===== config.mk =====
export PLATFORM = sky130hd
export DESIGN_NAME = addr_decoder_multi
export DESIGN_NICKNAME = d
export VERILOG_FILES = /design/src/rtl/addr_dec_pkg.sv /design/src/rtl/addr_dec_match.sv /design/src/rtl/addr_decoder_multi.sv
export SDC_FILE = /design/constraint.sdc
export NUM_CORES = 1
export LEC_CHECK = 0
export CORE_MARGIN = 3
export CORE_UTILIZATION = 45
export DETAILED_ROUTE_END_ITERATION = 6
export GPL_ROUTABILITY_DRIVEN = 0
export PLACE_DENSITY_LB_ADDON = 0.08
export SYNTH_ARGS = -nofsm -noshare
export SYNTH_HDL_FRONTEND = slang
export SYNTH_SLANG_ARGS = --single-unit

===== constraint.sdc =====
create_clock -name clk -period 3.05 [get_ports clk]
set_clock_uncertainty 0.2 [all_clocks]
set_input_delay 0.61 -clock clk [delete_from_list [all_inputs] [get_ports clk]]
set_output_delay 0.61 -clock clk [all_outputs]
set_load 0.1 [all_outputs]

===== src/rtl/addr_dec_pkg.sv =====
// addr_dec_pkg: shared FSM state type and default memory-map windows for the address decoder
package addr_dec_pkg;
  typedef enum logic [1:0] {IDLE, WAIT, RESP, FLT} state_t;
  localparam logic [31:0] PROG_BASE  = 32'h240;
  localparam logic [31:0] PROG_LIMIT = 32'h123F;
  localparam logic [31:0] DATA_BASE  = 32'h2000;
  localparam logic [31:0] DATA_LIMIT = 32'h2FFF;
endpackage


===== src/rtl/addr_dec_match.sv =====
// addr_dec_match: combinational window match, lowest region index wins on overlap
module addr_dec_match #(
  parameter int NREG = 4,
  parameter int AW = 32,
  parameter logic [NREG*AW-1:0] BASE = '0,
  parameter logic [NREG*AW-1:0] LIMIT = '0
) (
  input  logic [AW-1:0] addr,
  output logic          hit,
  output logic [2:0]    idx,
  output logic [AW-1:0] offset
);
  always_comb begin
    hit = 1'b0;
    idx = '0;
    offset = '0;
    // Scan downward so the lowest matching index is the last one written
    for (int i = NREG - 1; i >= 0; i--)
      if (addr >= BASE[i*AW +: AW] && addr <= LIMIT[i*AW +: AW]) begin
        hit = 1'b1;
        idx = 3'(i);
        offset = addr - BASE[i*AW +: AW];
      end
  end
endmodule


===== src/rtl/addr_decoder_multi.sv =====
// addr_decoder_multi: registered multi-region decoder with per-region wait states and fault strobe;
// define ADDR_DEC_FAULT_CAPTURE_EN to enable the sticky fault_addr / saturating fault_count capture.
module addr_decoder_multi #(
  parameter int NREG = 4,
  parameter int AW = 32,
  parameter logic [NREG*AW-1:0] BASE = {32'h0, 32'h0, addr_dec_pkg::DATA_BASE, addr_dec_pkg::PROG_BASE},
  parameter logic [NREG*AW-1:0] LIMIT = {32'h0, 32'h0, addr_dec_pkg::DATA_LIMIT, addr_dec_pkg::PROG_LIMIT},
  parameter logic [NREG*4-1:0] WAIT = {4'd0, 4'd0, 4'd2, 4'd0}
) (
  input  logic            clk,
  input  logic            rst,
  input  logic            req_valid,
  input  logic [AW-1:0]   req_addr,
  output logic            req_ready,
  output logic            resp_valid,
  output logic [NREG-1:0] cs,
  output logic [AW-1:0]   local_addr,
  output logic [2:0]      hit_idx,
  output logic            fault,
  input  logic            fault_clr,
  output logic [AW-1:0]   fault_addr,
  output logic [7:0]      fault_count
);
  import addr_dec_pkg::*;
  state_t state;
  logic m_hit;
  logic [2:0] m_idx, idx_q;
  logic [AW-1:0] m_off, off_q;
  logic [3:0] m_w, cnt;
  addr_dec_match #(.NREG(NREG), .AW(AW), .BASE(BASE), .LIMIT(LIMIT)) u_match (
    .addr(req_addr), .hit(m_hit), .idx(m_idx), .offset(m_off)
  );
  always_comb begin
    m_w = '0;
    for (int i = 0; i < NREG; i++) if (m_idx == 3'(i)) m_w = WAIT[i*4 +: 4];
  end
  always_ff @(posedge clk) begin
    if (rst) begin
      state <= IDLE;
      req_ready <= 1'b1;
      resp_valid <= 1'b0;
      cs <= '0;
      local_addr <= '0;
      hit_idx <= '0;
      fault <= 1'b0;
      cnt <= '0;
      idx_q <= '0;
      off_q <= '0;
    end else begin
      resp_valid <= 1'b0;
      cs <= '0;
      fault <= 1'b0;
      case (state)
        IDLE: if (req_valid) begin
          off_q <= m_off;
          idx_q <= m_idx;
          cnt <= m_w - 4'd1;
          req_ready <= 1'b0;
          state <= !m_hit ? FLT : m_w == 4'd0 ? RESP : addr_dec_pkg::WAIT;
        end
        addr_dec_pkg::WAIT: if (cnt == 4'd0) state <= RESP; else cnt <= cnt - 4'd1;
        RESP: begin
          state <= IDLE;
          req_ready <= 1'b1;
          resp_valid <= 1'b1;
          cs <= NREG'(1) << idx_q;
          local_addr <= off_q;
          hit_idx <= idx_q;
        end
        default: begin
          state <= IDLE;
          req_ready <= 1'b1;
          resp_valid <= 1'b1;
          fault <= 1'b1;
          local_addr <= '0;
          hit_idx <= '0;
        end
      endcase
    end
  end
`ifdef ADDR_DEC_FAULT_CAPTURE_EN
  logic [AW-1:0] addr_q;
  // A nonzero count doubles as the "already captured" flag; a clear on the fault edge re-arms first
  always_ff @(posedge clk) begin
    if (rst) begin
      addr_q <= '0;
      fault_addr <= '0;
      fault_count <= '0;
    end else begin
      if (state == IDLE && req_valid) addr_q <= req_addr;
      if (state == FLT) begin
        if (fault_clr || fault_count == 8'd0) fault_addr <= addr_q;
        fault_count <= fault_clr ? 8'd1 : fault_count + {7'd0, fault_count != 8'hFF};
      end else if (fault_clr) begin
        fault_addr <= '0;
        fault_count <= '0;
      end
    end
  end
`else
  logic unused_clr;
  assign unused_clr = fault_clr;
  assign fault_addr = '0;
  assign fault_count = '0;
`endif
endmodule


==> flow_summary.toml <==
[worst_setup_path]
cp_max_fo = 4
worst_setup_path_start_kind = "primary input"
crit_path_top_delay_cell = "or4_1"
required_ns = 3.09
endpoint_kind = "flop"
crit_type = "primary input to flop"
cp_data_arrival_time_ns = 2.92
crit_chain = "clkdlybuf4s50_1 -> or4_1 -> a2111oi_2 -> o31a_2 -> or2_1 -> buf_4 -> o22ai_1 -> a22o_1"
cp_top_family = "compound AO/OA/AOI/OAI gates"
worst-path-buf-inv = 2
cp_slowest_stage_delay_ns = 0.57

[grt]
grt_max_degree = 38
antenna_found_initial = 0
grt_pass1_vias = 2599
grt_pass1_wl_um = 12500
overflow = 0
grt_usage_pct = 18.3

[clock_network]
numCtsBuffers = 9
clk_pin_slew_ns = 0.09
cts_root_buf = "clkbuf_8"
numClockSinks = 81
worstSkewPairLatency_ns = 0.34
postCtsSetupBuffers = 0
htreeDepth = 3
cts_tree = "built"
clockBufferDepth = 2

[synth]
synth_cell_types = 53
synth.top_cell.area_share_pct = 48.5
async_flop_share_pct = 0
postSynthCellCount = 344
ys_ff_latch = 81
synth_warnings = 0
synth_area_mm2 = 0.00334
ys_seq_area_share_pct = 48.5
ys_top_cells_by_area = "dfxtp_1 48%, a22o_1 10%, buf_4 9.2%"
avgSynthCellArea_um2 = 9.72
yosys.area.top_type = "dfxtp_1"
synthFlopType = "dfxtp_1"
synth_edf_count = 0

[layout]
fin_nets = 496
finish.instance_area_mm2 = 0.00445
multi_input_area_mm2 = 0.00149
diodes = 0
fill_cells = 615
mostFrequentLayoutCells = "82 x buf_4, 81 x dfxtp_1, 41 x conb_1, 40 x a22o_1, 34 x clkdlybuf4s50_1"
seq_area_mm2 = 0.00162
syn_to_final_growth_pct = 33.2
drive_above_1_share_pct = 23.9
final_common_cell = "buf_4"
fin_cells = 556

[placed_design]
placed_area_mm2 = 0.00422
port_buffers = 75
dp_cells = 540
dp_hpwl_um = 5690

[detailed_routing]
wl_per_cell_um = 13.8
via_per_inst = 5.02
final_antenna_net_count = 0
routed_wl_um = 7650
drc = 0
drt_pass1_iterations = 4
vias = 2792
drt_iter0_markers = 161

[sta]
slew_headroom_pct = 58.3
slew_violations = 0
worst_slew_pin_slew_ns = 0.626
hold_viol_final = 0
whs_ns = 0.252
period_needed_ns = 2.88
max_freq_mhz = 347
final-setup-viol-count = 0
min_period_over_period_pct = 94.5
rsz0062_at_grt = "no"

[pwr]
leakage_nw = 1.96
powerDensity_mw_per_mm2 = 554
ir_worst_vdd_v = 0.000376
finalPower_w = 0.00247

[floorplanning]
start_util_pct = 47.9
die_h_um = 92.2
die_w_um = 92.2
row_count = 30
core_area_mm2 = 0.00698
pin_count = 118
die-area_mm2 = 0.00850

[run_status]
outcome = "finished clean"

[run]
drv_cap = 0

[min_path]
hp-class = "flop to flop"
power by group:
| part | switching [W] | total, W | internal [W] |
|---|---|---|---|
| sequential | 0.0000162 | 0.00109 | 0.00107 |
| clock | 0.000418 | 0.000896 | 0.000478 |
| combinational | 0.000370 | 0.000482 | 0.000112 |
synth_stat cells (3+ instances only):
master / count
dfxtp_1: 81
buf_4: 41
a22o_1: 40
nand2_1: 24
nor2_1: 20
a21oi_1: 18
clkbuf_1: 13
a21o_1: 9
nand3_1: 9
nor3_1: 8
nor4_1: 8
nand2b_1: 6
ha_1: 5
inv_1: 5
o21ai_0: 5
a31oi_1: 4
or4_1: 4
nor2b_1: 3
path summary, 6_finish.rpt:
check	depth (start not counted)	endpoint	slack, ns	start
max	8	off_q[14]$_SDFFE_PP0P_	0.17	req_addr[14]
min	2	hit_idx[1]$_SDFFE_PP0P_	0.25	hit_idx[1]$_SDFFE_PP0P_
max reg2reg	5	off_q[11]$_SDFFE_PP0P_	1.08	state[0]$_SDFFE_PP0P_
min reg2reg	2	hit_idx[1]$_SDFFE_PP0P_	0.25	hit_idx[1]$_SDFFE_PP0P_
tightest hold or removal path, delay by kind of cell (launching register included):
family        cells  cell delay, ns
flops             1            0.32
simple gates      2            0.09
cell type report:
| class | instances | share of cell area [%] |
|---|---|---|
| clock buffers | 9 | 2.78 |
| inverters | 5 | 0.421 |
| well taps | 96 | 2.70 |
| clock inverters | 7 | 2.42 |
| flip-flops and latches | 81 | 36.4 |
| repair buffers | 117 | 21.9 |
| multi-input cells | 241 | 33.4 |
sequential cells by signal, indices dropped and copies added (netlist names):
| signal | cells |
|---|---|
| cs | 4 |
| cnt | 4 |
| fault | 1 |
| resp_valid | 1 |
| req_ready | 1 |
| off_q | 32 |
| hit_idx | 2 |
| state | 2 |
| idx_q | 2 |
| local_addr | 32 |
routing by layer:
layer | GRT usage, % | wire length [µm] | up-vias
met5 | 0 | 0 | -
met4 | 4.46 | 24 | 0
met3 | 4.35 | 537 | 2
met2 | 30.8 | 3690 | 92
met1 | 23.6 | 3390 | 1302
li1 | - | - | 1396
repair_timing:
action	in CTS	in global routing
resized for setup	0	1
hold buffers	0	0
endpoints found under the setup margin	0	1
logic make-up after synthesis:
| kind of cell | count (synthesis) | synth area share (%) |
|---|---|---|
| flops | 81 | 48.5 |
| simple gates | 101 | 16.0 |
| xor+xnor | 1 | 0.262 |
| other cells | 1 | 0.112 |
| fa+ha+maj | 5 | 1.87 |
| compound gates | 93 | 21.5 |
| buf+inv | 62 | 11.8 |
metrics by stage:
stage | utilization (%) | setup slack (ns) | TNS (ns)
2_1_floorplan | - | 0.228 | 0
3_3_place_gp | 60.4 | -0.190 | -3.44
3_5_place_dp | 60.4 | -0.212 | -4.30
4_1_cts | 63.7 | 0.166 | 0
5_1_grt | 63.8 | 0.0563 | 0
6_report | 63.8 | 0.168 | 0
No activity file was read; power rests on OpenSTA's default activity.
==> RTL change 1: new RTL, config.mk and constraints unchanged <==
`AW` is set to 32 in 2 places; all go to 64.
--- a/src/rtl/addr_dec_match.sv
+++ b/src/rtl/addr_dec_match.sv
@@ -3,3 +3,3 @@
   parameter int NREG = 4,
-  parameter int AW = 32,
+  parameter int AW = 64,
   parameter logic [NREG*AW-1:0] BASE = '0,
--- a/src/rtl/addr_decoder_multi.sv
+++ b/src/rtl/addr_decoder_multi.sv
@@ -4,3 +4,3 @@
   parameter int NREG = 4,
-  parameter int AW = 32,
+  parameter int AW = 64,
   parameter logic [NREG*AW-1:0] BASE = {32'h0, 32'h0, addr_dec_pkg::DATA_BASE, addr_dec_pkg::PROG_BASE},
Ports: changed (resized fault_addr, local_addr and req_addr); port bits go from 118 to 214. The function was not compared with the original's and may differ.
==> RTL change 1 against the original RTL <==
- global-route usage is 4.9 points higher
- total power increased by 95%
- sequential share of layout area decreased by 4.9 points
- synthesized cell count increased by 97%
- wire length is 130% higher
- final area up 100%
- sequential cell count grew 60
- first-iteration DRC count is 57% higher
- area after synthesis is 87% higher
- worst setup slack lost 95 ps
- maximum frequency down 3.2%
- critical path type unchanged
==> RTL change 1: results <==
metrics = {
    "placement": {
        "dp_hpwl_mm": 12.9,
        "dp_cells": 1062,
        "place_ws_ps": -618,
        "dpl_cell_area_sq_um": 8110,
        "io_buffers": 136,
    },
    "critical_path": {
        "worstPathMaxFanout": 6,
        "r2r_cells": 7,
        "path_delay_family": "buffers and inverters",
        "crit_slowest_cell": "clkdlybuf4s50_1",
        "crit_end": "off_q[21]$_SDFFE_PP0P_",
        "regToRegSetupSlack_ps": 830,
        "critPathRequiredTime_ps": 3140,
        "reg2reg_to": "off_q[17]$_SDFFE_PP0P_",
        "startpoint": "req_addr[23]",
        "critical_path.max_stage_delay_ps": 460,
    },
    "layout": {
        "seq_share_pct": 31.5,
        "instances_no_fill": 1097,
        "seq_cell_count": 141,
        "signal_buffers": 252,
        "num-nets-final": 980,
        "drive_above_1_share_pct": 30.2,
        "inv_count": 4,
        "multi_input_area_share_pct": 36.1,
        "fillers": 1084,
        "comb.multi_input.count": 492,
        "area_growth_syn_to_layout_pct": 43.6,
        "clkbuf_count": 21,
        "clkCellAreaFrac_pct": 6.19,
        "bufAreaShareNonClock_pct": 23.6,
        "reg_top3": "local_addr: 64 flops, off_q: 64 flops, cnt: 4 flops",
    },
    "yosys": {
        "synthDistinctLibCells": 56,
        "ys_top_cells_by_count": "dfxtp_1 (141), buf_4 (77), a22o_1 (72)",
        "syn_inst": 676,
        "ys_warn_count": 0,
        "synth_area_leaders": "dfxtp_1 (45%), a22o_1 (10%), buf_4 (9.3%)",
        "ys_seq_area_share_pct": 45.2,
    },
    "detailed_routing": {
        "wirelength_mm": 17.7,
        "initialDrtViolationCount": 253,
        "avgViaCountPerCell": 5.21,
        "first_pass_iters": 6,
    },
    "global_route": {
        "grt_pass1_wl_mm": 27.8,
        "grt_pass1_vias": 5588,
        "grtUsageTotal_pct": 23.2,
        "grt_max_degree": 39,
    },
    "sta": {
        "worstMarginPinSlew_ps": 649,
        "fin_ws_ps": 72.4,
    },
    "power_and_ir_drop": {
        "leakagePower_nw": 3.86,
        "ir_drop_v": 0.000384,
    },
    "floorplanning": {
        "dieArea_sq_um": 15300,
    },
    "status": {
        "outcome": "finished clean",
    },
    "clock_tree": {
        "htreeDepth": 4,
        "path_clk_slew_ps": 50,
        "cts-resized-gates": 22,
        "cts_buffers": 17,
        "clk_latency_ps": 420,
        "cts_root_buf": "clkbuf_16",
    },
}
-- RTL change 1: cell count changes in the layout (fill, tap and decap cells not counted), sizes merged, moves of 19 or more --
cell and delta:
buf +103, nand2 +37, nor2 +36, clkdlybuf4s50 +19, a22o +32, dfxtp +60, conb +35
-- RTL change 1: kinds of logic (layout without fill, tap and decap cells) --
| kind of cell | count (synthesis) | after routing | share of synthesized area, % |
|---|---|---|---|
| other | 1 | 76 | 0.0601 |
| adders and majority gates | 4 | 4 | 0.802 |
| xor gates and xnor gates | 24 | 24 | 3.37 |
| buffers and inverters | 119 | 288 | 12.0 |
| DFF | 141 | 141 | 45.2 |
| AOI/OAI and AO/OA | 168 | 168 | 20.9 |
| and+or+nand+nor | 219 | 220 | 17.6 |
-- RTL change 1: power by group --
part	leakage (nW)	internal (mW)	switching, mW
sequential	1.14	1.89	0.0339
combinational	2.45	0.240	0.751
clock	0.271	1.11	0.785
-- RTL change 1: how the worst min path moves through the flow --
stage	start	to	slack (ps)	cells after the start
final	off_q[43]$_SDFFE_PP0P_	off_q[43]$_SDFFE_PP0P_	240	2
after floorplan	idx_q[0]$_SDFFE_PP0P_	cs[0]$_SDFF_PP0_	210	1
after global placement	off_q[47]$_SDFFE_PP0P_	off_q[47]$_SDFFE_PP0P_	230	2
after detailed placement	off_q[46]$_SDFFE_PP0P_	off_q[46]$_SDFFE_PP0P_	240	1
after CTS	off_q[43]$_SDFFE_PP0P_	off_q[43]$_SDFFE_PP0P_	250	2
after global routing	off_q[43]$_SDFFE_PP0P_	off_q[43]$_SDFFE_PP0P_	270	2
-- RTL change 1: layer usage --
metal,wire length [microns],vias up,track usage (%)
met3,1100,29,4.59
met1,7560,2718,29.4
met5,0,-,0
met2,8690,207,38.7
li1,-,2760,-
met4,367,0,9.62
==> RTL change 2: new RTL, same settings <==
Without the edit above. The option `ADDR_DEC_FAULT_CAPTURE_EN` is turned on by a define.
--- a/src/rtl/addr_decoder_multi.sv
+++ b/src/rtl/addr_decoder_multi.sv
@@ -2,2 +2,4 @@
 // define ADDR_DEC_FAULT_CAPTURE_EN to enable the sticky fault_addr / saturating fault_count capture.
+`define ADDR_DEC_FAULT_CAPTURE_EN
+
 module addr_decoder_multi #(
Check against the original RTL: not equivalent (a bounded check fails within 4 cycles, from zero or initial values and one cycle with rst high).
==> RTL change 2 against the original RTL <==
- first-iteration DRC count is 110% higher
- synthesized cell count is 85% higher
- final area is 72% higher
- count of clock-buffer cells in the layout is 15 higher
- total power is 95% higher
- highest routed layer unchanged
- area after synthesis is 71% higher
- global-route usage is 3.4 points higher
- sequential cell count is 72 higher
- wire length is 94% higher
- worst setup slack better by 25 ps
==> RTL change 2: results <==
metrics = {
    "status": {
        "outcome": "finished clean",
    },
    "placement": {
        "dp_hpwl_mm": 10.3,
        "dp_cells": 916,
        "io_buffers": 116,
        "place_ws_ps": -324,
    },
    "clock_tree": {
        "cts-resized-gates": 0,
        "cts_buffer_depth": 2,
        "cts_root_buf": "clkbuf_16",
        "clk_latency_ps": 420,
        "htreeDepth": 4,
        "path_clk_slew_ps": 60,
        "cts_setup_buffers": 0,
        "cts_buffers": 17,
    },
    "global_route": {
        "grt_max_degree": 59,
        "grt_pass1_wl_mm": 24.6,
        "antenna_found_initial": 0,
        "grt_pass1_vias": 4984,
        "grtUsageTotal_pct": 21.7,
    },
    "yosys": {
        "ys_top_cells_by_count": "dfxtp_1 (153), nand2_1 (120), a21oi_1 (84)",
        "syn_inst": 637,
        "synthDistinctLibCells": 59,
        "synth_compound_area_share_pct": 20.2,
        "synthAdderAreaFrac_pct": 1.54,
        "synth_area_leaders": "dfxtp_1 (54%), nand2_1 (7.9%), a21oi_1 (7.4%)",
        "ys_seq_area_share_pct": 53.7,
        "synth_flop_cell": "dfxtp_1",
        "async_reset_ff_share_pct": 0,
        "muxShareOfSynthArea_pct": 0.175,
        "syn-num-nets": 680,
        "ys_warn_count": 0,
        "synth_xor_area_share_pct": 0.921,
    },
    "detailed_routing": {
        "initialDrtViolationCount": 342,
        "avgViaCountPerCell": 5.32,
        "wirelength_mm": 14.8,
        "first_pass_iters": 5,
    },
    "critical_path": {
        "rr_startpoint": "fault_count[3]$_SDFFE_PP0P_",
        "r2r_cells": 8,
        "reg2reg_to": "fault_count[6]$_SDFFE_PP0P_",
        "regToRegSetupSlack_ps": 920,
        "cp.arrival_ps": 2980,
        "worstPathMaxFanout": 6,
    },
    "worst_hold_path": {
        "hold_path_end": "addr_q[26]$_SDFFE_PP0P_",
        "worstHoldPathCells": 2,
        "min_from": "addr_q[26]$_SDFFE_PP0P_",
        "hp-class": "flop to flop",
    },
    "power_and_ir_drop": {
        "leakagePower_nw": 3.06,
        "ir_drop_v": 0.000498,
    },
    "sta": {
        "relSlewSlack_pct": 57.2,
    },
    "layout": {
        "antenna_cells": 0,
        "num-nets-final": 810,
        "instances_no_fill": 948,
        "drive_above_1_share_pct": 20.8,
    },
}
RTL change 2: cell count changes in the layout (fill, tap and decap cells not counted), moves of 28 or more:
cell,unedited run,this run
nand2_1,24,120
dfxtp_1,81,153
a21oi_1,17,84
conb_1,41,1
buf_4,82,118
nand3_1,9,37
RTL change 2: logic make-up (layout without fill, tap and decap cells):
logic type | after synthesis | count (layout)
AOI/OAI and AO/OA | 176 | 176
xor gates and xnor gates | 6 | 6
adders and majority gates | 7 | 7
buffers and inverters | 52 | 195
DFF | 153 | 153
muxes | 1 | 1
other | 1 | 1
and+or+nand+nor | 241 | 241
RTL change 2: area by class of cell:
class	instances	area (sq um)
clock buffer	24	472
clock inverter	8	143
fill	1063	4560
inverter	8	30.0
multi-input combinational	432	2460
sequential	153	3060
tap	168	210
timing repair buffer	155	1270
RTL change 2: how the worst max path moves through the flow:
stage                       from                    end  slack, ps  cells past startpoint
floorplan           req_addr[16]    cnt[2]$_SDFFE_PP0P_        130                     11
global placement    req_addr[16]    cnt[2]$_SDFFE_PP0P_       -290                     11
detailed placement  req_addr[17]    cnt[2]$_SDFFE_PP0P_       -320                     11
CTS                 req_addr[17]  off_q[9]$_SDFFE_PP0P_        110                      8
global route        req_addr[17]    cnt[2]$_SDFFE_PP0P_         30                     11
finish              req_addr[16]  off_q[9]$_SDFFE_PP0P_        190                      8
RTL change 2: worst max-delay path, cell delays in order:
cell,delay (ps)
clkdlybuf4s50_1,410
or4_1,580
or3_4,400
nor3_2,200
buf_4,170
a221o_1,260
a21oi_1,60
a311oi_1,290
RTL change 2: where the power goes:
part	internal (mW)	total, mW	switching, mW
Sequential	2.08	2.12	0.0468
Clock	1.41	2.19	0.778
Combinational	0.173	0.508	0.336
RTL change 2: per-layer routing:
layer | global-route usage, % | vias to the layer above | routed length, microns
li1 | - | 2508 | -
met1 | 26.6 | 2391 | 6590
met2 | 35.7 | 123 | 7360
met3 | 6.56 | 20 | 631
met4 | 8.91 | 0 | 263
met5 | 0 | - | 0
RTL change 2: stage by stage:
stage | area, sq um | hold slack [ps]
floorplan | 5710 | 232
CTS | 7640 | 249
finish | 7650 | 252
global placement | 7030 | 237
detailed placement | 7030 | 247
global route | 7650 | 265
